`src/rtl/syn_pipe_ctrl_pkg.sv`:
```
// rtl/syn_pipe_ctrl_pkg.sv - shared state encodings and redirect-select codes
package syn_pipe_ctrl_pkg;

    // Redirect mux codes of the ID/EX operand selects
    localparam logic [1:0] MUX_EX_REDIR_OLD = 2'b00;
    localparam logic [1:0] MUX_EX_REDIR_EX  = 2'b01;
    localparam logic [1:0] MUX_EX_REDIR_DM  = 2'b10;

    // Forwarding selects are the redirect mux codes under hazard-unit names
    localparam logic [1:0] FWD_OLD = MUX_EX_REDIR_OLD;
    localparam logic [1:0] FWD_EX  = MUX_EX_REDIR_EX;
    localparam logic [1:0] FWD_DM  = MUX_EX_REDIR_DM;

    typedef enum logic [1:0] {
        ST_RUN   = 2'b00,
        ST_STALL = 2'b01,
        ST_DRAIN = 2'b10,
        ST_HALT  = 2'b11
    } pipe_state_e;

endpackage

```
`src/rtl/syn_pipe_ctrl_hazard.sv`:
```
// rtl/syn_pipe_ctrl_hazard.sv - register comparators for forwarding and load-use detection
module syn_pipe_ctrl_hazard
    import syn_pipe_ctrl_pkg::*;
(
    input  logic [4:0] id_rs_i,
    input  logic [4:0] id_rt_i,
    input  logic       id_use_rs_i,
    input  logic       id_use_rt_i,
    input  logic [4:0] ex_req_w_i,
    input  logic       ex_w_en_i,
    input  logic       ex_is_load_i,
    input  logic [4:0] dm_req_w_i,
    input  logic       dm_w_en_i,
    output logic [1:0] fwd_a_o,
    output logic [1:0] fwd_b_o,
    output logic       load_use_o
);

    logic ex_hit_rs;
    logic ex_hit_rt;
    logic dm_hit_rs;
    logic dm_hit_rt;

    // Match the producers in EX and DM against each used, non-zero source register
    always_comb begin
        ex_hit_rs = id_use_rs_i && ex_w_en_i && (ex_req_w_i == id_rs_i) && (id_rs_i != 5'd0);
        ex_hit_rt = id_use_rt_i && ex_w_en_i && (ex_req_w_i == id_rt_i) && (id_rt_i != 5'd0);
        dm_hit_rs = id_use_rs_i && dm_w_en_i && (dm_req_w_i == id_rs_i) && (id_rs_i != 5'd0);
        dm_hit_rt = id_use_rt_i && dm_w_en_i && (dm_req_w_i == id_rt_i) && (id_rt_i != 5'd0);
    end

    // The younger producer in EX wins over the older one in DM
    always_comb begin
        fwd_a_o = ex_hit_rs ? FWD_EX : (dm_hit_rs ? FWD_DM : FWD_OLD);
        fwd_b_o = ex_hit_rt ? FWD_EX : (dm_hit_rt ? FWD_DM : FWD_OLD);
    end

    // A load result is not available until DM, so a consumer right behind it must wait
    always_comb begin
        load_use_o = ex_is_load_i && ex_w_en_i && (ex_req_w_i != 5'd0) &&
                     ((id_use_rs_i && (ex_req_w_i == id_rs_i)) ||
                      (id_use_rt_i && (ex_req_w_i == id_rt_i)));
    end

endmodule

```
`src/rtl/syn_pipe_ctrl.sv`:
```
// rtl/syn_pipe_ctrl.sv - pipeline stall/flush/halt controller with performance counters
module syn_pipe_ctrl
    import syn_pipe_ctrl_pkg::*;
#(
    parameter int CNT_BIT = 32
) (
    input  logic               clk,
    input  logic               rst_n,
    input  logic               en,
    input  logic [4:0]         id_rs,
    input  logic [4:0]         id_rt,
    input  logic               id_use_rs,
    input  logic               id_use_rt,
    input  logic [4:0]         ex_req_w,
    input  logic               ex_w_en,
    input  logic               ex_is_load,
    input  logic [4:0]         dm_req_w,
    input  logic               dm_w_en,
    input  logic               load_pc,
    input  logic               halt_ex,
    input  logic               halt_wb,
    output logic               pc_en,
    output logic               if_id_en,
    output logic               if_id_clr,
    output logic               id_ex_clr,
    output logic [1:0]         fwd_a,
    output logic [1:0]         fwd_b,
    output logic               halted,
    output logic [CNT_BIT-1:0] stall_cnt,
    output logic [CNT_BIT-1:0] flush_cnt,
    output logic [CNT_BIT-1:0] cycle_cnt
);

    localparam logic [CNT_BIT-1:0] CNT_ONE = {{(CNT_BIT-1){1'b0}}, 1'b1};

    pipe_state_e        state_q;
    pipe_state_e        state_d;
    logic               load_use;
    logic               stall_inc;
    logic               flush_inc;
    logic [CNT_BIT-1:0] stall_cnt_q;
    logic [CNT_BIT-1:0] flush_cnt_q;
    logic [CNT_BIT-1:0] cycle_cnt_q;

    syn_pipe_ctrl_hazard u_hazard (
        .id_rs_i      (id_rs),
        .id_rt_i      (id_rt),
        .id_use_rs_i  (id_use_rs),
        .id_use_rt_i  (id_use_rt),
        .ex_req_w_i   (ex_req_w),
        .ex_w_en_i    (ex_w_en),
        .ex_is_load_i (ex_is_load),
        .dm_req_w_i   (dm_req_w),
        .dm_w_en_i    (dm_w_en),
        .fwd_a_o      (fwd_a),
        .fwd_b_o      (fwd_b),
        .load_use_o   (load_use)
    );

    // Zero-latency pipeline controls and next state; halt beats branch flush beats load-use
    always_comb begin
        pc_en     = 1'b1;
        if_id_en  = 1'b1;
        if_id_clr = 1'b0;
        id_ex_clr = 1'b0;
        halted    = 1'b0;
        state_d   = state_q;
        stall_inc = 1'b0;
        flush_inc = 1'b0;
        if (!rst_n) begin
            state_d = ST_RUN;
        end else if (!en) begin
            pc_en    = 1'b0;
            if_id_en = 1'b0;
            halted   = (state_q == ST_HALT);
        end else begin
            unique case (state_q)
                ST_RUN, ST_STALL: begin
                    if (halt_ex) begin
                        pc_en     = 1'b0;
                        if_id_en  = 1'b0;
                        if_id_clr = 1'b1;
                        id_ex_clr = 1'b1;
                        state_d   = ST_DRAIN;
                    end else if (load_pc) begin
                        if_id_clr = 1'b1;
                        id_ex_clr = 1'b1;
                        flush_inc = 1'b1;
                        state_d   = ST_RUN;
                    end else if (load_use) begin
                        pc_en     = 1'b0;
                        if_id_en  = 1'b0;
                        id_ex_clr = 1'b1;
                        stall_inc = 1'b1;
                        state_d   = ST_STALL;
                    end else begin
                        state_d   = ST_RUN;
                    end
                end
                ST_DRAIN: begin
                    pc_en     = 1'b0;
                    if_id_en  = 1'b0;
                    if_id_clr = 1'b1;
                    id_ex_clr = 1'b1;
                    if (halt_wb) begin
                        state_d = ST_HALT;
                    end
                end
                ST_HALT: begin
                    pc_en     = 1'b0;
                    if_id_en  = 1'b0;
                    if_id_clr = 1'b1;
                    id_ex_clr = 1'b1;
                    halted    = 1'b1;
                end
                default: begin
                    state_d = ST_RUN;
                end
            endcase
        end
    end

    // State and counters advance only on enabled cycles; counters wrap naturally
    always_ff @(posedge clk or negedge rst_n) begin
        if (!rst_n) begin
            state_q     <= ST_RUN;
            stall_cnt_q <= '0;
            flush_cnt_q <= '0;
            cycle_cnt_q <= '0;
        end else if (en) begin
            state_q <= state_d;
            if (stall_inc) begin
                stall_cnt_q <= stall_cnt_q + CNT_ONE;
            end
            if (flush_inc) begin
                flush_cnt_q <= flush_cnt_q + CNT_ONE;
            end
            if (state_q != ST_HALT) begin
                cycle_cnt_q <= cycle_cnt_q + CNT_ONE;
            end
        end
    end

    assign stall_cnt = stall_cnt_q;
    assign flush_cnt = flush_cnt_q;
    assign cycle_cnt = cycle_cnt_q;

endmodule

```
`config.mk`:
```
export PLATFORM = sky130hd
export DESIGN_NAME = syn_pipe_ctrl
export DESIGN_NICKNAME = d
export VERILOG_FILES = /design/src/rtl/syn_pipe_ctrl_pkg.sv /design/src/rtl/syn_pipe_ctrl_hazard.sv /design/src/rtl/syn_pipe_ctrl.sv
export SDC_FILE = /design/constraint.sdc
export NUM_CORES = 1
export LEC_CHECK = 0
export CORE_MARGIN = 4
export CORE_UTILIZATION = 53
export DETAILED_ROUTE_END_ITERATION = 10
export PLACE_DENSITY = 0.83
export RECOVER_POWER = 100
export SYNTH_ARGS = -nofsm -noshare
export SYNTH_HDL_FRONTEND = slang
export SYNTH_SLANG_ARGS = --single-unit
```
`constraint.sdc`:
```
create_clock -name clk -period 4.8 [get_ports clk]
set_input_delay 0.96 -clock clk [delete_from_list [all_inputs] [get_ports clk]]
set_output_delay 0.96 -clock clk [all_outputs]
set_load 0.005 [all_outputs]
```
==> impl_results.md <==
* CP delay by family, top: buffers and inverters
* Routed WL at approximately 13000 um
* Ranking of synthesized cells by area: dfrtp_1 47%, xnor2_1 15%, xor2_1 3.9%, and3_1 3.4%, nand4_1 3.1%
* Synth top area share at 47.4%
* DRT Pass-1 Iters at 5
* Hold crit path type: reg2reg
* Antenna-violating nets left at 0
* DP Wirelength at ~9600 um
* Post-synth top area cell: dfrtp_1
* Die Height at about 110 um
* Failing checks: max-capacitance violations, max-slew violations
* Pins Over Slew Limit at 31
* VDD IR max at ~0.14 mV
* Cells along the critical path: dlygate4sd3_1 > xnor2_1 > nand4_1 > nor3_4 > o21ai_0 > o31a_1 > clkdlybuf4s50_1
* Reg2reg path depth at 5
* Gr ovfl total at 0
* H-Tree Depth at 3
* Worst-Skew Late Latency at approximately 360 ps
* Pleak at a little over 3 nW
* Worst slew pin tran at between 1500 and 2000 ps
* First-pass GRT wire length at 21400 um
* WL/cell at roughly 17 um
* Top-count cell post-synth: dfrtp_1
* Initial antenna violation count at 0
* Status: complete, but fails checks
* Die Area at around 11000 um^2
* Vias in the first global route at ~4300
* Largest net degree at the start of global routing at 53
* Synthesized cell area at approximately 5200 um^2
* Buffer and inverter count on the worst path at 2
* Relative slew margins at -2.38%
* Fmax at around 230 MHz
* YS warnings at 0
* DR vias at between 4000 and 5000
* Final TNS setup at 0 ps
* RR Endpoint: cycle_cnt[22]
* TritonCTS Buffers at 9
* WP data required at approximately 3800 ps
* CP peak stage delay at around 640 ps
* Placed insts at around 730
* Layout cells sized above 1 at 4.83%
* IO buf count at about 140
* Startpoint Class: input pin
* WP depth at 7
* R2R Setup Slk at 2190 ps
* Clock Path Buffers at 2
* Antenna diodes at 0
* Core area at about 9400 um^2
* Final std cells w/o fill at 750
* CP Capture Point: if_id_en
* Final Hold Violating Endpoints at 0
* GR Util All Layers at a little under a quarter
* Clock skew at 12.5 ps
* Via/cell ratio at between 5 and 6
* CP max FO at 12
* Post-synth top cells: 98 x dfrtp_1, 88 x xnor2_1, 36 x nand2_1, 31 x nand3_1, 28 x and3_1
* Syn_nets at about 520
* GPL Wtd Cong at roughly 0.82
* Ys flop type: dfrtp_1
* Number of flops mapped to enable cells by yosys at 0
* Post-synthesis sequential area ratio at between 40% and 50%
* Yosys reg bits at roughly 100
* RR Startpoint: state_q[1]
* DRC viols at 0
* Total power at ~1.7 mW
* Unrepaired setup endpoints after global routing: false
* PwrDens at around 260 nW/um^2
* Post-Syn Instances at around 480
* Final Cell Area at just under 7000 um^2
* Post-CTS setup buffers at 0
* Count of cell types in the netlist at 46
* Worst setup path start: ex_req_w[0]
* Crit. End Element: output port
* Final setup viols at 0
* Maxcap violations at 1
* I/O pin total at 136
* Syn_area_per_cell at between 10 and 15 um^2
* Final Cycle Share at 91.6%
* Arr. time, crit path at around 3400 ps
* Post_cts resized at 0
* Nets@finish at 650
* Drt initial violations at between 150 and 200
* Synth-to-Final Area Change at 30.2%
* Placement Rows at 35
* Starting density of the core at about 55%
* CTS tree: built
* Share of synthesized registers carrying an async set or reset at 100%
* Placed inst area at 6610 um^2
* CTS clk-pin slew, worst paths at approximately 90 ps
* Crit Path Class: in2out
* Root buffer cell: clkbuf_8
* CTS Hold Buffers Added at 0
* Post-layout min period at ~4400 ps
* Slowest stage cell on the critical path: dlygate4sd3_1
* CTS Sinks at about 100
* Die X at about 110 um
registers in the layout, indices dropped and copies added (netlist names):
signal	cells
state_q	2
flush_cnt	32
cycle_cnt	32
stall_cnt	32
per-stage QoR:
stage / utilization [%] / hold WS, ps / setup slack (ps)
3_3_place_gp: 70.5 / 457 / 453
6_report: 71.9 / 465 / 405
4_1_cts: 72.7 / 472 / 423
5_1_grt: 71.9 / 507 / 150
2_1_floorplan: - / 465 / 1620
3_5_place_dp: 70.5 / 456 / 428
how the worst min path moves through the flow:
stage | start | to | slack [ps] | cells past startpoint
6_report | flush_cnt[31] | flush_cnt[31] | 460 | 1
2_1_floorplan | flush_cnt[31] | flush_cnt[31] | 460 | 1
4_1_cts | flush_cnt[31] | flush_cnt[31] | 470 | 1
3_3_place_gp | flush_cnt[31] | flush_cnt[31] | 460 | 1
5_1_grt | flush_cnt[31] | flush_cnt[31] | 510 | 1
3_5_place_dp | flush_cnt[31] | flush_cnt[31] | 460 | 1
per-layer routing:
layer	up-vias	GRT usage (%)	part of all wire, %
li1	2005	-	-
met1	2115	28.8	41
met2	158	40.1	51
met3	20	5.60	6.7
met4	0	8.04	1.8
met5	-	0	0
cell families after synthesis:
family,after synthesis,share of synthesized area [%]
fa+ha+maj,3,0.725
mux,3,0.725
buf+inv,25,2.73
xor+xnor,111,18.8
simple gates,195,21.7
flops,98,47.4
compound gates,48,7.95
placed cells by master (no fill, tap or decap), types with 2 or more instances in the layout:
master,instances
dlygate4sd3_1,103
ha_1,3
nor4_1,4
and3_1,28
and4_1,10
nand4_1,27
and2_1,6
buf_4,4
o211ai_1,15
or4_1,3
and2_0,2
nand2_1,36
nand3_1,31
nor2_1,22
o211a_1,2
nor3_4,3
xor2_1,23
mux2_2,2
inv_1,7
dfrtp_1,98
clkbuf_1,2
clkbuf_8,10
clkdlybuf4s50_1,31
a2111oi_0,2
o21ai_0,3
o2111ai_1,15
xnor2_1,88
a21oi_1,7
nor3_1,16
power by group:
| part | switching [mW] | internal (mW) | total (mW) |
|---|---|---|---|
| logic | 0.107 | 0.134 | 0.241 |
| clock network | 0.295 | 0.259 | 0.555 |
| registers | 0.0586 | 0.867 | 0.926 |
| total | 0.461 | 1.26 | 1.72 |
layout make-up:
type | count | area, um^2
sequential | 98 | 2450
fill | 737 | 2630
inverter | 7 | 26.3
tap | 129 | 161
clock inverter | 5 | 62.6
multi-input combinational | 360 | 2520
clock buffer | 11 | 141
timing repair buffer | 140 | 1380
(Power assumes the default switching activity.)
